[src/rtl/rf_wb_arbiter.sv]
// rtl/rf_wb_arbiter.sv - register file write port arbiter with long-latency scoreboard
//
// Purpose:
//   Shares the register file's single write port between two writeback sources.
//   The in-order pipeline (source A) has priority. Long-latency results (source B)
//   wait in a small FIFO. A starvation counter guarantees forward progress for
//   the FIFO head. A per-register busy scoreboard tracks outstanding long-latency
//   destinations so the issue stage can stall on RAW hazards.
//
// Configuration:
//   RF_WB_BYPASS_EN - when defined, byp*_hit/byp*_data expose the current rf write
//                     for a same-cycle write-then-read; otherwise they are tied to 0.
//
// Ports:
//   clk, rst                    clock, synchronous active-high reset
//   a_valid/a_ready/a_rd/a_data pipeline writeback request (priority source)
//   b_valid/b_ready/b_rd/b_data long-latency result into the FIFO
//   iss_set/iss_rd              long-latency op issued, marks iss_rd busy
//   rs1/rs2, rs1_busy/rs2_busy  issue-stage source lookup into the scoreboard
//   rf_we/rf_rd/rf_data         registered write port to the register file
//   byp1_hit/byp1_data          bypass of the current rf write to rs1
//   byp2_hit/byp2_data          bypass of the current rf write to rs2

module rf_wb_arbiter #(
   parameter int QDEPTH       = 2,
   parameter int STARVE_LIMIT = 4
) (
   input  logic        clk,
   input  logic        rst,
   input  logic        a_valid,
   output logic        a_ready,
   input  logic [4:0]  a_rd,
   input  logic [63:0] a_data,
   input  logic        b_valid,
   output logic        b_ready,
   input  logic [4:0]  b_rd,
   input  logic [63:0] b_data,
   input  logic        iss_set,
   input  logic [4:0]  iss_rd,
   input  logic [4:0]  rs1,
   input  logic [4:0]  rs2,
   output logic        rs1_busy,
   output logic        rs2_busy,
   output logic        rf_we,
   output logic [4:0]  rf_rd,
   output logic [63:0] rf_data,
   output logic        byp1_hit,
   output logic        byp2_hit,
   output logic [63:0] byp1_data,
   output logic [63:0] byp2_data
);

   localparam int PW  = (QDEPTH > 1) ? $clog2(QDEPTH) : 1;
   localparam int CW  = PW + 1;
   localparam int SCW = $clog2(STARVE_LIMIT + 1);

   // Source-B FIFO storage
   logic [4:0]     mem_rd   [QDEPTH];
   logic [63:0]    mem_data [QDEPTH];
   logic [PW-1:0]  wr_ptr;
   logic [PW-1:0]  rd_ptr;
   logic [CW-1:0]  count;

   logic [SCW-1:0] starve_cnt;
   logic [31:0]    busy;
   logic [31:0]    busy_nxt;

   logic           fifo_empty;
   logic           fifo_full;
   logic           push;
   logic           starved;
   logic           grant_a;
   logic           grant_b;
   logic [4:0]     head_rd;
   logic [63:0]    head_data;
   logic [4:0]     win_rd;
   logic [63:0]    win_data;

   assign fifo_empty = (count == '0);
   assign fifo_full  = (count == CW'(QDEPTH));
   assign head_rd    = mem_rd[rd_ptr];
   assign head_data  = mem_data[rd_ptr];

   // b_ready looks only at the current count, so a pop this cycle does not
   // open a slot until the next one.
   assign b_ready = ~fifo_full;
   assign push    = b_valid & b_ready;

   // Once the head has been passed over STARVE_LIMIT times, A is held off for
   // one cycle so the head is guaranteed the port.
   assign starved = ~fifo_empty & (starve_cnt == SCW'(STARVE_LIMIT));
   assign a_ready = ~starved;

   assign grant_a = a_valid & a_ready;
   assign grant_b = ~grant_a & ~fifo_empty;

   always_comb begin
      win_rd   = '0;
      win_data = '0;
      if (grant_a) begin
         win_rd   = a_rd;
         win_data = a_data;
      end else if (grant_b) begin
         win_rd   = head_rd;
         win_data = head_data;
      end
   end

   always_ff @(posedge clk) begin
      if (push) begin
         mem_rd[wr_ptr]   <= b_rd;
         mem_data[wr_ptr] <= b_data;
      end
   end

   always_ff @(posedge clk) begin
      if (rst) begin
         wr_ptr <= '0;
         rd_ptr <= '0;
         count  <= '0;
      end else begin
         if (push) begin
            wr_ptr <= wr_ptr + PW'(1);
         end
         if (grant_b) begin
            rd_ptr <= rd_ptr + PW'(1);
         end
         case ({push, grant_b})
            2'b10:   count <= count + CW'(1);
            2'b01:   count <= count - CW'(1);
            default: count <= count;
         endcase
      end
   end

   always_ff @(posedge clk) begin
      if (rst) begin
         starve_cnt <= '0;
      end else if (fifo_empty || grant_b) begin
         starve_cnt <= '0;
      end else if (starve_cnt != SCW'(STARVE_LIMIT)) begin
         starve_cnt <= starve_cnt + SCW'(1);
      end
   end

   // Writes to x0 still consume the grant but never assert the write enable.
   always_ff @(posedge clk) begin
      if (rst) begin
         rf_we   <= 1'b0;
         rf_rd   <= '0;
         rf_data <= '0;
      end else begin
         rf_we   <= (grant_a | grant_b) & (win_rd != 5'd0);
         rf_rd   <= win_rd;
         rf_data <= win_data;
      end
   end

   // Scoreboard: clear on head grant first, then a same-cycle issue of the
   // same register re-sets it, so set wins.
   always_comb begin
      busy_nxt = busy;
      if (grant_b) begin
         busy_nxt[head_rd] = 1'b0;
      end
      if (iss_set && (iss_rd != 5'd0)) begin
         busy_nxt[iss_rd] = 1'b1;
      end
      busy_nxt[0] = 1'b0;
   end

   always_ff @(posedge clk) begin
      if (rst) begin
         busy <= '0;
      end else begin
         busy <= busy_nxt;
      end
   end

   assign rs1_busy = busy[rs1];
   assign rs2_busy = busy[rs2];

`ifdef RF_WB_BYPASS_EN
   assign byp1_hit  = rf_we & (rf_rd == rs1) & (rs1 != 5'd0);
   assign byp2_hit  = rf_we & (rf_rd == rs2) & (rs2 != 5'd0);
   assign byp1_data = rf_data;
   assign byp2_data = rf_data;
`else
   assign byp1_hit  = 1'b0;
   assign byp2_hit  = 1'b0;
   assign byp1_data = '0;
   assign byp2_data = '0;
`endif

endmodule

[config.mk]
export PLATFORM = sky130hd
export DESIGN_NAME = rf_wb_arbiter
export DESIGN_NICKNAME = d
export VERILOG_FILES = /design/src/rtl/rf_wb_arbiter.sv
export SDC_FILE = /design/constraint.sdc
export NUM_CORES = 1
export LEC_CHECK = 0
export CAP_MARGIN = 15
export CORE_ASPECT_RATIO = 0.6
export CORE_MARGIN = 3
export CORE_UTILIZATION = 46
export DETAILED_ROUTE_END_ITERATION = 8
export PLACE_DENSITY_LB_ADDON = 0.25
export SKIP_CTS_REPAIR_TIMING = 1
export SYNTH_ARGS = -nofsm -noshare
export SYNTH_HDL_FRONTEND = slang
export SYNTH_SLANG_ARGS = --single-unit
[constraint.sdc]
create_clock -name clk -period 5.8 [get_ports clk]
set_input_delay 1.45 -clock clk [delete_from_list [all_inputs] [get_ports clk]]
set_output_delay 1.45 -clock clk [all_outputs]
set_load 0.02 [all_outputs]
==> impl_metrics.xml <==
<?xml version="1.0" encoding="UTF-8"?>
<metrics>
  <group name="sta">
    <metric name="fmax" unit="GHz">0.195</metric>
    <metric name="fin_skew" unit="ns">0.0106</metric>
    <metric name="timing.setup.tns" unit="ns">0</metric>
    <metric name="whs" unit="ns">0.468</metric>
    <metric name="final_max_slew_viols" unit="">0</metric>
    <metric name="finalSetupViolations" unit="">0</metric>
    <metric name="final_hold_viol_count" unit="">0</metric>
    <metric name="layout_min_cycle_time" unit="ns">5.12</metric>
    <metric name="maxSlewHeadroom" unit="">0.298</metric>
    <metric name="fin_crit_sh" unit="">0.882</metric>
    <metric name="rsz0062_at_grt" unit="">no</metric>
    <metric name="tightestPinTransition" unit="ns">1.05</metric>
  </group>
  <group name="worst_setup_path">
    <metric name="cp-end-kind" unit="">output port</metric>
    <metric name="arrival" unit="ns">3.67</metric>
    <metric name="crit_end" unit="">rs2_busy</metric>
    <metric name="critPathKind" unit="">in -&gt; out</metric>
    <metric name="worst-r2r-cell-count" unit="">7</metric>
    <metric name="crit_chain" unit="">clkdlybuf4s50_1 &gt; mux4_2 &gt; nand2b_1 &gt; o2111ai_1 &gt; nand4_1 &gt; clkdlybuf4s50_1</metric>
    <metric name="cp_num_cells" unit="">6</metric>
    <metric name="worst-r2r-setup-slack" unit="ns">3.44</metric>
    <metric name="critPathBufInv" unit="">2</metric>
    <metric name="timing.critical_path.slowest_cell_delay" unit="ns">0.70</metric>
    <metric name="setup.worst_path.start" unit="">rs2[0]</metric>
    <metric name="reg_to_reg_critical_path_startpoint" unit="">starve_cnt[0]</metric>
    <metric name="cp_max_fo" unit="">7</metric>
    <metric name="slowest_stage" unit="">clkdlybuf4s50_1</metric>
    <metric name="dominant_delay_contributor_by_cell_family_on_the_critical_path" unit="">buffers and inverters</metric>
    <metric name="path_common_cell" unit="">clkdlybuf4s50_1</metric>
    <metric name="reg2reg_to" unit="">rf_data[51]</metric>
    <metric name="critical_path_required" unit="ns">4.35</metric>
    <metric name="critPathLaunchType" unit="">primary input</metric>
  </group>
  <group name="route">
    <metric name="detailed_route_drc_error_count" unit="">0</metric>
    <metric name="drt.antenna.violating_nets" unit="">0</metric>
    <metric name="wire_per_inst" unit="um">19.0</metric>
    <metric name="first_pass_iters" unit="">5</metric>
    <metric name="drt-initial-drc-count" unit="">473</metric>
    <metric name="route.final.wire_length" unit="um">25600</metric>
    <metric name="routed-via-count" unit="">6614</metric>
    <metric name="route.detailed.vias_per_inst" unit="">4.92</metric>
  </group>
  <group name="power">
    <metric name="design_power_total" unit="mW">5.02</metric>
    <metric name="ir_worst_vdd" unit="mV">0.206</metric>
    <metric name="leakage" unit="nW">4.89</metric>
    <metric name="powerDensity" unit="nW/um^2">366</metric>
  </group>
  <group name="grt">
    <metric name="grt_remaining_overflow" unit="">0</metric>
    <metric name="first_global_vias" unit="">6225</metric>
    <metric name="antenna_violations_before_repair" unit="">7</metric>
    <metric name="grt_usage" unit="">0.189</metric>
    <metric name="grt_pass1_wl" unit="um">38100</metric>
    <metric name="grt_max_degree" unit="">70</metric>
  </group>
  <group name="cells_and_area">
    <metric name="final.fill_count" unit="">1834</metric>
    <metric name="final-seq-area" unit="um^2">6330</metric>
    <metric name="drive_gt1_frac" unit="">0.129</metric>
    <metric name="final_core_util" unit="">0.605</metric>
    <metric name="final_common_cell" unit="">clkdlybuf4s50_1</metric>
    <metric name="multi_input_comb_area" unit="um^2">3820</metric>
    <metric name="layout-area-overhead-vs-synth" unit="%">25.8</metric>
    <metric name="final_cell_mix" unit="">clkdlybuf4s50_1, edfxtp_1, conb_1, dfxtp_1, mux2i_1</metric>
    <metric name="nets" unit="">1179</metric>
  </group>
  <group name="yosys">
    <metric name="yosys.cell_types.count" unit="">54</metric>
    <metric name="yosys.area.top_type" unit="">edfxtp_1</metric>
    <metric name="yosys-top-cells-area" unit="">edfxtp_1, dfxtp_1, buf_4</metric>
    <metric name="synth_edf_count" unit="">138</metric>
    <metric name="synth-seq-cells" unit="">247</metric>
    <metric name="synth.yosys.seq_area_share" unit="">0.580</metric>
    <metric name="netlist_instances" unit="">789</metric>
    <metric name="synthesis.area_per_instance" unit="um^2">13.8</metric>
    <metric name="synth_top_cell_area_share" unit="">0.380</metric>
    <metric name="syn-cell-area" unit="um^2">10900</metric>
    <metric name="synth-main-ff-cell" unit="">edfxtp_1</metric>
    <metric name="yosys_warnings" unit="">0</metric>
    <metric name="synth-async-reset-ratio" unit="">0</metric>
  </group>
  <group name="cts">
    <metric name="tritoncts.num_buffers" unit="">23</metric>
    <metric name="clock_tree_root_driver_cell" unit="">clkbuf_16</metric>
    <metric name="max-clock-path-buffers" unit="">3</metric>
    <metric name="tritoncts" unit="">built</metric>
    <metric name="htree_depth" unit="">1</metric>
    <metric name="clock_pin_slew_on_the_worst_setup_and_hold_paths" unit="ns">0.06</metric>
    <metric name="later_pin_clock_latency_in_the_skew_report" unit="ns">0.50</metric>
    <metric name="clock-sinks" unit="">247</metric>
  </group>
  <group name="die">
    <metric name="count_of_boundary_i_o_pins" unit="">362</metric>
    <metric name="dieWidth" unit="um">205</metric>
    <metric name="start_util" unit="">0.481</metric>
    <metric name="placementRows" unit="">42</metric>
    <metric name="dieHeight" unit="um">125</metric>
    <metric name="fp.dieArea" unit="um^2">25600</metric>
    <metric name="fp.coreArea" unit="um^2">22600</metric>
  </group>
  <group name="placement">
    <metric name="place_hpwl" unit="um">18400</metric>
    <metric name="place.gp.congestion" unit="">0.946</metric>
    <metric name="place.port_buffers" unit="">231</metric>
  </group>
  <group name="job">
    <metric name="max_cap_violations" unit="">0</metric>
  </group>
  <group name="outcome">
    <metric name="outcome" unit="">finished clean</metric>
  </group>
  <group name="min_path">
    <metric name="min_path_type" unit="">reg -&gt; reg</metric>
  </group>
</metrics>
==> area by class of cell <==
cell class,count,share of cell area
Antenna cell,1,0.000182
Clock inverter,14,0.0112
Timing Repair Buffer,239,0.174
Sequential cell,247,0.462
Inverter,4,0.00109
Tap cell,308,0.0281
Clock buffer,28,0.0455
Multi-Input combinational cell,503,0.278
==> per-layer routing <==
| layer | track usage | routed length, um | vias up |
|---|---|---|---|
| li1 | - | - | 3134 |
| met1 | 0.286 | 11800 | 3147 |
| met2 | 0.264 | 10700 | 280 |
| met3 | 0.0688 | 2710 | 39 |
| met4 | 0.0319 | 284 | 14 |
| met5 | 0 | 87 | - |
==> stage by stage <==
stage	cells	cell area [um^2]	setup WS (ns)
6_report	1344	13700	0.685
3_5_place_dp	1301	12900	0.679
2_1_floorplan	918	11400	0.871
4_1_cts	1343	13700	0.682
5_1_grt	1343	13700	0.558
3_3_place_gp	1301	12900	0.718
==> where the power goes <==
group / switching [mW] / leakage, nW / internal, mW / total, mW
Clock: 0.635 / 0.379 / 0.904 / 1.54
Sequential: 0.111 / 2.19 / 2.13 / 2.24
Combinational: 0.736 / 2.33 / 0.505 / 1.24
Total: 1.48 / 4.89 / 3.54 / 5.02
==> kinds of logic (layout without fill, tap and decap cells) <==
logic type | after synthesis | in the layout | share of synthesized area
flops | 247 | 247 | 0.580
buf+inv | 168 | 285 | 0.116
compound gates | 159 | 159 | 0.137
simple gates | 111 | 111 | 0.0637
mux | 96 | 96 | 0.0967
xor+xnor | 4 | 4 | 0.00322
fa+ha+maj | 3 | 3 | 0.00344
other cells | 1 | 131 | 0.000344
==> state kept, by name (all words and copies together), names as in the netlist, 2 cells and up, named ones only <==
name,flops
mem_data,128
rf_data,64
starve_cnt,3
rf_rd,5
mem_rd,10
count,2
busy,31
==> cells in the mapped netlist, drive strengths merged, types with 7 or more instances <==
cell type  number
buf           153
edfxtp        138
dfxtp         109
mux2i          85
o21ai          67
o2bb2ai        64
nor2b          36
nor2           20
nand3          12
clkbuf         11
a22oi           9
a21oi           8
nand2           8
nand3b          8
nand2b          7
==> how the worst min path moves through the flow <==
stage             startpoint       endpoint  cells after the start
2_1_floorplan  starve_cnt[0]  starve_cnt[0]                      1
3_3_place_gp   starve_cnt[0]  starve_cnt[0]                      1
3_5_place_dp   starve_cnt[0]  starve_cnt[0]                      1
4_1_cts        starve_cnt[0]  starve_cnt[0]                      1
5_1_grt        starve_cnt[0]  starve_cnt[0]                      1
6_report       starve_cnt[0]  starve_cnt[0]                      1
==> worst reg2reg max path, stage by stage, from the launching register on <==
cell and delay (ns):
dfxtp_1 0.36, inv_1 0.05, ha_1 0.24, nand2_2 0.12
o21a_4 0.17, nor2b_4 0.82, buf_4 0.41, o2bb2ai_2 0.13
Power figures use the tool's default switching activity.
